--- src/rtl/pwm_monitor.sv ---
// pwm_monitor: measures period, high time and duty (tenths) of a PWM input.
// Constant-level inputs are reported as stuck-high/low after TIMEOUT cycles
// without an edge. Duty is computed by a restoring divider that runs
// (10*high_time)/period one subtraction per cycle.
module pwm_monitor #(
  parameter int CNT_W   = 16,
  parameter int TIMEOUT = 64
) (
  input  logic             clk,
  input  logic             rst,
  input  logic             pwm_in,
  output logic [CNT_W-1:0] period,
  output logic [CNT_W-1:0] high_time,
  output logic [3:0]       duty_tenths,
  output logic             meas_valid,
  output logic             stuck_high,
  output logic             stuck_low
);

  localparam int TW = $clog2(TIMEOUT + 1);
  localparam int AW = CNT_W + 4;
  localparam logic [TW-1:0] TMO_MAX  = TW'(TIMEOUT);
  localparam logic [TW-1:0] TMO_LAST = TW'(TIMEOUT - 1);

  typedef enum logic [1:0] {IDLE, MEASURE, DIV} state_t;
  state_t r_state, w_state_nxt;

  logic             r_s1, r_s, r_s_d;
  logic             w_rise, w_fall, w_edge;
  logic [CNT_W-1:0] r_per_cnt, r_hi_cnt;
  logic [TW-1:0]    r_tmo_cnt;
  logic [CNT_W-1:0] r_cap_per, r_cap_hi;
  logic [CNT_W-1:0] r_per_w, r_hi_w;
  logic             r_pending;
  logic [AW-1:0]    r_acc, w_per_ext;
  logic [3:0]       r_q;
  logic             w_tmo_fire, w_start, w_div_zero, w_div_done;

  assign w_rise     = r_s & ~r_s_d;
  assign w_fall     = ~r_s & r_s_d;
  assign w_edge     = w_rise | w_fall;
  // Fires on the single cycle the timeout counter steps onto TIMEOUT, so
  // a saturated counter never re-triggers.
  assign w_tmo_fire = (r_tmo_cnt == TMO_LAST) & ~w_edge;
  assign w_start    = (r_state == MEASURE) & r_pending;
  assign w_per_ext  = AW'(r_per_w);
  assign w_div_zero = (r_per_w == '0);
  assign w_div_done = (r_state == DIV) & (w_div_zero | (r_acc < w_per_ext));

  // Two-flop synchroniser plus one history stage for edge detection.
  always_ff @(posedge clk or posedge rst) begin
    if (rst) begin
      r_s1  <= 1'b0;
      r_s   <= 1'b0;
      r_s_d <= 1'b0;
    end else begin
      r_s1  <= pwm_in;
      r_s   <= r_s1;
      r_s_d <= r_s;
    end
  end

  // Saturating period, high-time and no-edge timeout counters.
  always_ff @(posedge clk or posedge rst) begin
    if (rst) begin
      r_per_cnt <= '0;
      r_hi_cnt  <= '0;
      r_tmo_cnt <= '0;
    end else begin
      if (w_rise)               r_per_cnt <= CNT_W'(1);
      else if (r_per_cnt != '1) r_per_cnt <= r_per_cnt + CNT_W'(1);

      if (w_rise)                    r_hi_cnt <= CNT_W'(1);
      else if (r_s && r_hi_cnt != '1) r_hi_cnt <= r_hi_cnt + CNT_W'(1);

      if (w_edge)                    r_tmo_cnt <= '0;
      else if (r_tmo_cnt != TMO_MAX) r_tmo_cnt <= r_tmo_cnt + TW'(1);
    end
  end

  // Control FSM state register.
  always_ff @(posedge clk or posedge rst) begin
    if (rst) r_state <= IDLE;
    else     r_state <= w_state_nxt;
  end

  // Next-state logic; timeout overrides every other transition.
  always_comb begin
    w_state_nxt = r_state;
    case (r_state)
      IDLE:    if (w_rise)     w_state_nxt = MEASURE;
      MEASURE: if (r_pending)  w_state_nxt = DIV;
      DIV:     if (w_div_done) w_state_nxt = MEASURE;
      default:                 w_state_nxt = IDLE;
    endcase
    if (w_tmo_fire) w_state_nxt = IDLE;
  end

  // Capture, divider datapath and registered outputs. Later assignments
  // win, which gives timeout priority over divide completion.
  always_ff @(posedge clk or posedge rst) begin
    if (rst) begin
      r_cap_per   <= '0;
      r_cap_hi    <= '0;
      r_per_w     <= '0;
      r_hi_w      <= '0;
      r_pending   <= 1'b0;
      r_acc       <= '0;
      r_q         <= '0;
      period      <= '0;
      high_time   <= '0;
      duty_tenths <= '0;
      meas_valid  <= 1'b0;
      stuck_high  <= 1'b0;
      stuck_low   <= 1'b0;
    end else begin
      meas_valid <= 1'b0;

      // Latest edge wins: a newer capture overwrites one not yet divided.
      if (w_rise && r_state != IDLE) begin
        r_cap_per <= r_per_cnt;
        r_cap_hi  <= r_hi_cnt;
      end

      if (w_tmo_fire)                        r_pending <= 1'b0;
      else if (w_rise && r_state != IDLE)    r_pending <= 1'b1;
      else if (w_start)                      r_pending <= 1'b0;

      if (w_start) begin
        r_acc   <= AW'(r_cap_hi) * AW'(10);
        r_q     <= '0;
        r_per_w <= r_cap_per;
        r_hi_w  <= r_cap_hi;
      end

      if (r_state == DIV) begin
        if (w_div_done) begin
          period      <= r_per_w;
          high_time   <= r_hi_w;
          duty_tenths <= w_div_zero ? 4'd10 : ((r_q > 4'd10) ? 4'd10 : r_q);
          meas_valid  <= 1'b1;
        end else begin
          r_acc <= r_acc - w_per_ext;
          r_q   <= r_q + 4'd1;
        end
      end

      if (w_edge) begin
        stuck_high <= 1'b0;
        stuck_low  <= 1'b0;
      end

      if (w_tmo_fire) begin
        stuck_high  <= r_s;
        stuck_low   <= ~r_s;
        period      <= '0;
        high_time   <= '0;
        duty_tenths <= r_s ? 4'd10 : 4'd0;
        meas_valid  <= 1'b1;
      end
    end
  end

endmodule

--- config.mk ---
export PLATFORM = sky130hd
export DESIGN_NAME = pwm_monitor
export DESIGN_NICKNAME = d
export VERILOG_FILES = /design/src/rtl/pwm_monitor.sv
export SDC_FILE = /design/constraint.sdc
export NUM_CORES = 1
export LEC_CHECK = 0
export CAP_MARGIN = 20
export CORE_ASPECT_RATIO = 0.9
export CORE_MARGIN = 2
export CORE_UTILIZATION = 45
export DETAILED_ROUTE_END_ITERATION = 10
export MAX_ROUTING_LAYER = met4
export PLACE_DENSITY_LB_ADDON = 0.05
export REMOVE_ABC_BUFFERS = 1
export SLEW_MARGIN = 20
export SYNTH_ARGS = -nofsm -noshare
export SYNTH_HDL_FRONTEND = slang
export SYNTH_SLANG_ARGS = --single-unit
--- constraint.sdc ---
create_clock -name clk -period 5.21 [get_ports clk]
set_input_delay 0.521 -clock clk [delete_from_list [all_inputs] [get_ports clk]]
set_output_delay 0.521 -clock clk [all_outputs]
set_load 0.005 [all_outputs]
==> results of run 1 <==
==> layout make-up <==
type,instances,area (um2)
multi-input cells,659,4404
flip-flops and latches,172,4304
clock inverters,13,116.4
clock buffers,19,442.9
fillers,1802,9594
repair buffers,51,485.5
well taps,255,319.1
inverters,35,136.4
==> Yosys cell counts, types with 5 or more instances <==
library cell  number  area share
and4_1             5      0.0049
or3_1              8      0.0056
nor3_1            14      0.0078
nand2_1          124       0.052
nand4_1            9      0.0063
o21a_1            12       0.010
a211oi_1           7      0.0058
inv_1             35       0.015
a31oi_1           10      0.0069
o211ai_1           7      0.0058
and2_1             7      0.0049
ha_1              51       0.071
clkbuf_1          24       0.010
xnor2_1           22       0.021
dfrtp_1          172        0.48
a21oi_1           33       0.018
nand3_1           24       0.013
nor4_1             9      0.0063
and3_1             7      0.0049
o21ai_0           51       0.028
nand2b_1           7      0.0049
mux2i_1           41       0.046
nor2_1            89       0.037
xor2_1            24       0.023
nor2b_1            9      0.0063
o31ai_1            7      0.0058
a21o_1             5      0.0042
mux2_2            31       0.039
==> kinds of logic after synthesis <==
logic type                 count (synthesis)
adders and majority gates                 53
xor gates and xnor gates                  46
muxes                                     72
buffers and inverters                     70
DFF                                      172
AOI/OAI and AO/OA                        162
and+or+nand+nor                          326
==> worst min-delay path by stage <==
stage	start	endpoint	depth (start not counted)	slack [ns]
after floorplan	r_s1	r_s	0	0.33
after detailed placement	r_s1	r_s	0	0.34
after global routing	r_s1	r_s	0	0.36
after global placement	r_s1	r_s	0	0.34
final	r_s1	r_s	0	0.35
after CTS	r_s1	r_s	0	0.36
==> state kept, by name, summed over array words and instances, names as in the netlist, 7 cells and up <==
signal,cells
high_time,16
period,16
r_acc,20
r_cap_hi,16
r_cap_per,16
r_hi_cnt,16
r_hi_w,16
r_per_cnt,16
r_per_w,16
r_tmo_cnt,7
==> layer usage <==
| layer | wire length [um] | GRT usage |
|---|---|---|
| met4 | 294 | 0.05263 |
| met5 | 0 | - |
| met1 | 10450 | 0.3024 |
| met2 | 8953 | 0.2982 |
| met3 | 720 | 0.04107 |
==> worst register-to-register path, stage by stage (launching register included) <==
cell and delay (ns):
dfrtp_1 0.37, inv_1 0.07, ha_1 0.38, a2111oi_2 0.37, o21ai_1 0.13, o2111ai_2 0.14, a31oi_4 0.17, nor4_4 0.76
buf_4 0.42, mux2i_1 0.24, nor2_1 0.06
==> power groups by stage <==
stage	registers, mW	clock network, mW	logic (mW)
6_report	1.76	1.22	1.67
3_3_place_gp	1.78	0	1.63
3_5_place_dp	1.78	0	1.66
2_1_floorplan	1.71	0	1.25
5_1_grt	1.79	1.32	1.88
4_1_cts	1.76	1.26	1.68
==> summary.md, run 1 <==
| Metric | Value |
|---|---|
| Root Driver | `clkbuf_16` |
| Relative slew slack | `0.3430` |
| Post-place setup slack | `1.978 ns` |
| Layout cells sized above 1 | `0.09273` |
| Worst slew pin tran | `0.9782 ns` |
| Setup ws final | `1.974 ns` |
| Reg clk slew, reported paths | `0.07 ns` |
| HP Class | `flop to flop` |
| N_diodes | `0` |
| Clock share of power | `0.262` |
| Residual DRC count | `0` |
| Internal power | `2.945 mW` |
| Placed Instances | `1172` |
| Die area | `0.02116 mm2` |
| Max-cap violations | `0` |
| Post-detailed-route via-to-cell ratio | `5.476` |
| TritonCTS Buffers | `17` |
| Ys flop type | `dfrtp_1` |
| Netlist cell types | `60` |
| Final setup vio count | `0` |
| Postcts setup bufs | `0` |
| Reg2reg path depth | `10` |
| Die Height | `138.2 um` |
| Fin area | `0.01021 mm2` |
| Slowest library cell on the worst path | `nor4_4` |
| Post-synthesis compound-gate area fraction | `0.1162` |
| Async set-reset flop share out of synthesis | `1.000` |
| Antenna viol nets, final | `0` |
| Combinational family with the most area after synthesis | `simple AND/OR/NAND/NOR gates` |
| Synthesis-stage register bit count | `172` |
| Worst vdd ir | `0.2047 mV` |
| Post-CTS Resized | `0` |
| Cells after synthesis | `901` |
| Area growth syn-to-layout | `13.38%` |
| Final slew viol count | `0` |
| Post-synthesis mux area share | `0.08435` |
| CP delay by family, top | `simple AND/OR/NAND/NOR gates` |
| Via Count | `6593` |
| Tcrit/Tclk final | `0.6211` |
| Mean post-synth cell area | `9.993 um2` |
| Reg2reg start | `r_per_w[7]` |
| Final hold slack | `0.3539 ns` |
| Post-synth EDFFs | `0` |
| Most frequent cells in the layout | `dfrtp_1, nand2_1, nor2_1` |
| Net Sw Frac | `0.3667` |
| Port bufs | `41` |
| Req. time, crit path | `5.50 ns` |
| WL/cell | `16.96 um` |
| Worst skew pair latency | `0.43 ns` |
| DRT Wirelength | `20420 um` |
| Global route overflow | `0` |
| Flop pwr share | `0.378` |
| CTS max path bufs | `2` |
| Crit Path Max Fanout | `14` |
| DRT Pass-1 Iters | `5` |
| Cell Area, Placed | `0.009649 mm2` |
| Sequential fraction of the synthesis area | `0.4780` |
| Core area | `0.01980 mm2` |
| CP peak stage delay | `0.76 ns` |
| Final min period | `3.236 ns` |
| Non-filler cells, final | `1204` |
| Max Clk Rate | `0.3090 GHz` |
| R2R setup slack | `1.97 ns` |
| Leak Pwr | `4.680 nW` |
| Gate power share | `0.360` |
| CP Buf/Inv Count | `2` |
| CP Data Arrival Time | `3.52 ns` |
| Setup crit end | `high_time[5]` |
| Initial core utilization | `0.4547` |
| Post-synthesis adder-cell area fraction | `0.07532` |
| HPWL reported at the end of detailed placement | `14490 um` |
| Cell count along the critical path | `10` |
| Total power | `4.650 mW` |
| Final hold vios | `0` |
| Worst setup EP type | `flop` |
| DRT iter0 DRCs | `502` |
| FP Rows | `49` |
| Critical path startpoint category | `flop` |
| Net switching power figure | `1.705 mW` |
| CP cell instances | `inv_1 -> ha_1 -> a2111oi_2 -> o21ai_1 -> o2111ai_2 -> a31oi_4 -> nor4_4 -> buf_4 -> mux2i_1 -> nor2_1` |
| Clock skew | `0.01021 ns` |
| Fin util | `0.5155` |
| Vias in the first global route | `6515` |
| Setup TNS | `0 ns` |
| RePlAce Congestion | `0.9040` |
| WS Path Type | `flop to flop` |
| XOR/XNOR Fraction of Synth Area | `0.04475` |
| H-tree depth | `4` |
| Largest net degree at the start of global routing | `100` |
| Total track usage | `0.2075` |
| Synth warn | `0` |
| Mapped Area | `0.009004 mm2` |
| Outcome | `completed` |
| Synth Area in Simple Gates | `0.1675` |
| RSZ-0062 raised after global routing | `no` |
| I/O pins | `42` |
| Commonest non-fill, non-tap cell in the layout | `dfrtp_1` |
| Width of the die | `153.1 um` |
| FF-to-FF End | `high_time[5]` |
| First-pass GRT wire length | `34340 um` |
| Final nets | `992` |
| Initial antenna violation count | `0` |
| CTS tree | `done` |
| Hold_buf cts | `0` |
| PD cells | `455.5 mW/mm2` |
| Num Clock Sinks | `172` |
| Critical Path Source | `r_per_w[7]` |
No activity file was read; power rests on OpenSTA's default activity.
==> inputs of run 2 (changes only) <==
Clock period 5.21 ns to 2.9 ns, I/O delays scaled along.
==> run 2 against run 1 <==
Effect of this change: die area did not move; via count up 1.8%; final area up 2.1%; clock skew fell by 0.0016 ns; sequential share of layout area shrank 0.86 points.
==> summary.md, run 2 (synthesis results as in run 1) <==
| Metric | Value |
|---|---|
| Reg clk slew, reported paths | `0.07 ns` |
| Reg2reg path depth | `10` |
| Largest register FFs | `20` |
| First-pass GRT wire length | `34880 um` |
| Worst vdd ir | `0.3739 mV` |
| CP Data Arrival Time | `3.12 ns` |
| HP Class | `input pin to flop` |
| CTS max path bufs | `2` |
| Total track usage | `0.2085` |
| Req. time, crit path | `3.25 ns` |
| Final hold vios | `0` |
| FF-to-FF End | `r_acc[19]` |
| Routed wl met3 | `686 um` |
| Commonest non-fill, non-tap cell in the layout | `dfrtp_1` |
| PD cells | `834.7 mW/mm2` |
| Max Clk Rate | `0.3609 GHz` |
| Slowest library cell on the worst path | `dfrtp_1` |
| Outcome | `completed` |
| Metal2 WL | `8774 um` |
| Vias in the first global route | `6696` |
| Relative slew slack | `0.4764` |
| Reg2reg start | `r_per_w[0]` |
| Final slew viol count | `0` |
| Final setup vio count | `0` |
| Final nets | `1002` |
| Area growth syn-to-layout | `15.74%` |
| Die area | `0.02116 mm2` |
| Via Count | `6710` |
| Max-cap violations | `0` |
| Clock skew | `0.008607 ns` |
| Largest register by flop count | `r_acc` |
| M1 wire length | `10460 um` |
| CP peak stage delay | `0.41 ns` |
| Crit Path Max Fanout | `21` |
| CP Buf/Inv Count | `1` |
| CP cell instances | `ha_1 -> fa_2 -> nor2b_1 -> o31a_1 -> nand3_2 -> a31oi_4 -> o21ai_4 -> buf_12 -> or3_1 -> a31oi_1` |
| Global route overflow | `0` |
| Post-detailed-route via-to-cell ratio | `5.527` |
| Worst skew pair latency | `0.43 ns` |
| Root Driver | `clkbuf_16` |
| I/O pins | `42` |
| TritonCTS Buffers | `17` |
| Antenna viol nets, final | `0` |
| DRT Pass-1 Iters | `5` |
| N_diodes | `0` |
| Width of the die | `153.1 um` |
| Postcts setup bufs | `0` |
| Initial core utilization | `0.4547` |
| FP Rows | `49` |
| Worst setup EP type | `flop` |
| CTS tree | `done` |
| Port bufs | `41` |
| HP Start | `pwm_in` |
| Most frequent cells in the layout | `dfrtp_1, nand2_1, nor2_1` |
| Worst slew pin tran | `0.7783 ns` |
| H-tree depth | `4` |
| WS Path Type | `flop to flop` |
| Setup ws final | `0.1292 ns` |
| Top Layer Used | `met4` |
| Residual DRC count | `0` |
| Leak Pwr | `4.770 nW` |
| R2R setup slack | `0.13 ns` |
| RePlAce Congestion | `0.9702` |
| Core area | `0.01980 mm2` |
| HPWL reported at the end of detailed placement | `14650 um` |
| Post-place setup slack | `0.1041 ns` |
| Setup crit end | `r_acc[19]` |
| DRT Wirelength | `20290 um` |
| Initial antenna violation count | `0` |
| Die Height | `138.2 um` |
| Critical path startpoint category | `flop` |
| CP delay by family, top | `compound AO/OA/AOI/OAI gates` |
| Hold_buf cts | `0` |
| Setup TNS | `0 ns` |
| Num Clock Sinks | `172` |
| Largest net degree at the start of global routing | `68` |
| DRT iter0 DRCs | `501` |
| Fin util | `0.5263` |
| Final min period | `2.771 ns` |
| Layout cells sized above 1 | `0.1053` |
| Critical Path Source | `r_per_w[0]` |
| WL/cell | `16.71 um` |
| Post-CTS Resized | `0` |
| Cell count along the critical path | `10` |
| Tcrit/Tclk final | `0.9554` |
==> run 2: changes by cell type in the layout (fill, tap and decap cells not counted), moves of 2 or more <==
cell      delta
buf_4        +3
clkinv_2     -2
inv_8        +2
inv_6        -2
buf_12       +6
==> run 2: cell type report <==
| type | count | area, um2 |
|---|---|---|
| Fill cell | 1802 | 9382 |
| Multi-Input combinational cell | 659 | 4428 |
| Sequential cell | 172 | 4304 |
| Timing Repair Buffer | 61 | 639.4 |
| Clock buffer | 21 | 460.4 |
| Tap cell | 255 | 319.1 |
| Inverter | 35 | 136.4 |
| Clock inverter | 11 | 133.9 |
==> run 2: how the worst min path moves through the flow <==
stage / end / depth (start not counted)
5_1_grt: r_s1 / 1
6_report: r_s1 / 1
3_3_place_gp: r_s / 0
2_1_floorplan: r_s1 / 0
4_1_cts: r_s1 / 1
3_5_place_dp: r_s / 0
==> run 2: through the flow <==
| stage | total power, mW | hold slack (ns) | std cells | instance area, um2 |
|---|---|---|---|---|
| after global routing | 9.316 | 0.2849 | 1214 | 10420 |
| after global placement | 6.283 | 0.3344 | 1182 | 9799 |
| final | 8.698 | 0.2937 | 1214 | 10420 |
| after CTS | 8.716 | 0.2813 | 1214 | 10390 |
| after floorplan | 5.323 | 0.3214 | 866 | 8830 |
| after detailed placement | 6.362 | 0.3355 | 1182 | 9799 |
==> run 2: worst register-to-register path, delay by kind of cell, from the launching register on <==
family | cells | cell delay (ns)
compound gates | 4 | 0.84
simple gates | 3 | 0.64
fa+ha+maj | 2 | 0.61
flops | 1 | 0.41
buf+inv | 1 | 0.17
==> run 2: power breakdown <==
part	internal, mW	total, mW	switching, mW
Sequential	2.81	3.13	0.328
Clock	1.33	2.32	0.986
Combinational	1.42	3.25	1.83
==> run 2: layer usage <==
layer | vias up | global-route usage
met5 | - | -
met3 | 23 | 0.03354
met4 | 0 | 0.06238
met1 | 3318 | 0.3061
li1 | 3261 | -
met2 | 108 | 0.2984
==> inputs of run 3 (changes only) <==
Clock period 2.9 ns to 3.25 ns, I/O delays scaled along.
==> run 3 against run 2 <==
Effect of this change: sequential share of layout area up 0.28 points; via count down 1.3%; register-to-register slack better by 0.16 ns; final cell count down 0.33%; total power down 11%.
==> summary.md, run 3 (synthesis results as in run 1) <==
| Metric | Value |
|---|---|
| Width of the die | `153.1 um` |
| Final nets | `998` |
| Fin util | `0.5227` |
| DRT Wirelength | `19900 um` |
| PD cells | `743.8 mW/mm2` |
| Largest net degree at the start of global routing | `91` |
| Largest register by flop count | `r_acc` |
| Worst setup EP type | `flop` |
| Port bufs | `41` |
| Internal power | `4.966 mW` |
| Max-cap violations | `0` |
| RePlAce Congestion | `0.9399` |
| Relative slew slack | `0.5293` |
| Setup ws final | `0.2875 ns` |
| Via Count | `6623` |
| CTS tree | `done` |
| Vias in the first global route | `6525` |
| RSZ-0062 raised after global routing | `no` |
| Post-place setup slack | `0.3257 ns` |
| WL/cell | `16.44 um` |
| Reg2reg path depth | `8` |
| N_diodes | `0` |
| Most frequent cells in the layout | `dfrtp_1, nand2_1, nor2_1` |
| Req. time, crit path | `3.56 ns` |
| Crit Path Max Fanout | `22` |
| Final hold slack | `0.3076 ns` |
| Global route overflow | `0` |
| CTS max path bufs | `2` |
| FP Rows | `49` |
| Core area | `0.01980 mm2` |
| WS Path Type | `flop to flop` |
| DRT iter0 DRCs | `336` |
| Worst slew pin tran | `0.6997 ns` |
| Gate power share | `0.360` |
| Net switching power figure | `2.732 mW` |
| Die area | `0.02116 mm2` |
| Hold_buf cts | `0` |
| Num Clock Sinks | `172` |
| Layout cells sized above 1 | `0.09738` |
| Clock skew | `0.01031 ns` |
| HPWL reported at the end of detailed placement | `14450 um` |
| I/O pins | `42` |
| Die Height | `138.2 um` |
| Final slew viol count | `0` |
| Post-detailed-route via-to-cell ratio | `5.474` |
| H-tree depth | `4` |
| Tcrit/Tclk final | `0.9115` |
| Antenna viol nets, final | `0` |
| Final hold vios | `0` |
| TritonCTS Buffers | `17` |
| First-pass GRT wire length | `34130 um` |
| Max Clk Rate | `0.3376 GHz` |
| DRT Pass-1 Iters | `5` |
| CP Data Arrival Time | `3.27 ns` |
| Root Driver | `clkbuf_16` |
| Flop pwr share | `0.364` |
| Initial antenna violation count | `0` |
| Worst skew pair latency | `0.42 ns` |
| Post-CTS Resized | `0` |
| Total track usage | `0.2040` |
| Largest register FFs | `20` |
| Critical path startpoint category | `flop` |
| Final min period | `2.963 ns` |
| HP Class | `input pin to async pin` |
| Initial core utilization | `0.4547` |
| Leak Pwr | `4.751 nW` |
| Net Sw Frac | `0.3549` |
| Clock share of power | `0.277` |
| Final setup vio count | `0` |
| Area growth syn-to-layout | `14.95%` |
| Outcome | `completed` |
| Worst vdd ir | `0.3456 mV` |
| Postcts setup bufs | `0` |
| Reg clk slew, reported paths | `0.07 ns` |
| Residual DRC count | `0` |
| Commonest non-fill, non-tap cell in the layout | `dfrtp_1` |
## run 3: stage by stage
stage	area, um2	TNS (ns)	instances	power [mW]
3_3_place_gp	9732	0	1178	5.497
6_report	10350	0	1210	7.698
3_5_place_dp	9732	0	1178	5.565
2_1_floorplan	8830	-313.00	866	4.750
4_1_cts	10350	0	1210	7.749
5_1_grt	10350	0	1210	8.241
## run 3: layout make-up
type | count | area [um2]
clock inverters | 11 | 157.7
fillers | 1763 | 9453
inverters | 35 | 136.4
multi-input cells | 659 | 4404
clock buffers | 21 | 460.4
well taps | 255 | 319.1
repair buffers | 57 | 568.0
flip-flops and latches | 172 | 4304
## run 3: critical path, cell delays in order (launching register included)
cell and delay, ns:
dfrtp_1 0.43, nor4_1 0.49, buf_4 0.20, nand4_1 0.33
o31a_1 0.31, nor4_4 0.51, buf_12 0.27, mux2i_1 0.24
nor2_1 0.06
## run 3: power groups by stage
stage	Clock (mW)	Combinational, mW	Sequential, mW
finish	2.13	2.77	2.80
global route	2.30	3.09	2.85
CTS	2.19	2.76	2.80
detailed placement	0	2.73	2.84
global placement	0	2.68	2.82
floorplan	0	2.00	2.75
## run 3: final timing paths
check | startpoint | endpoint | slack (ns)
min in group clk | pwm_in | r_s1 | 0.33
worst min register to register | r_s1 | r_s | 0.36
worst max register to register | r_per_w[1] | period[2] | 0.29
worst min-delay path | rst | r_s1 | 0.31
worst max-delay path | r_per_w[1] | period[2] | 0.29
max in group asynchronous | rst | r_hi_w[14] | 2.08
## run 3: metal layers
layer	up-vias	track usage	wire length (um)
li1	3245	-	-
met1	3265	0.2939	10040
met2	98	0.3022	8991
met3	15	0.03668	651
met4	0	0.04727	213
met5	-	-	0
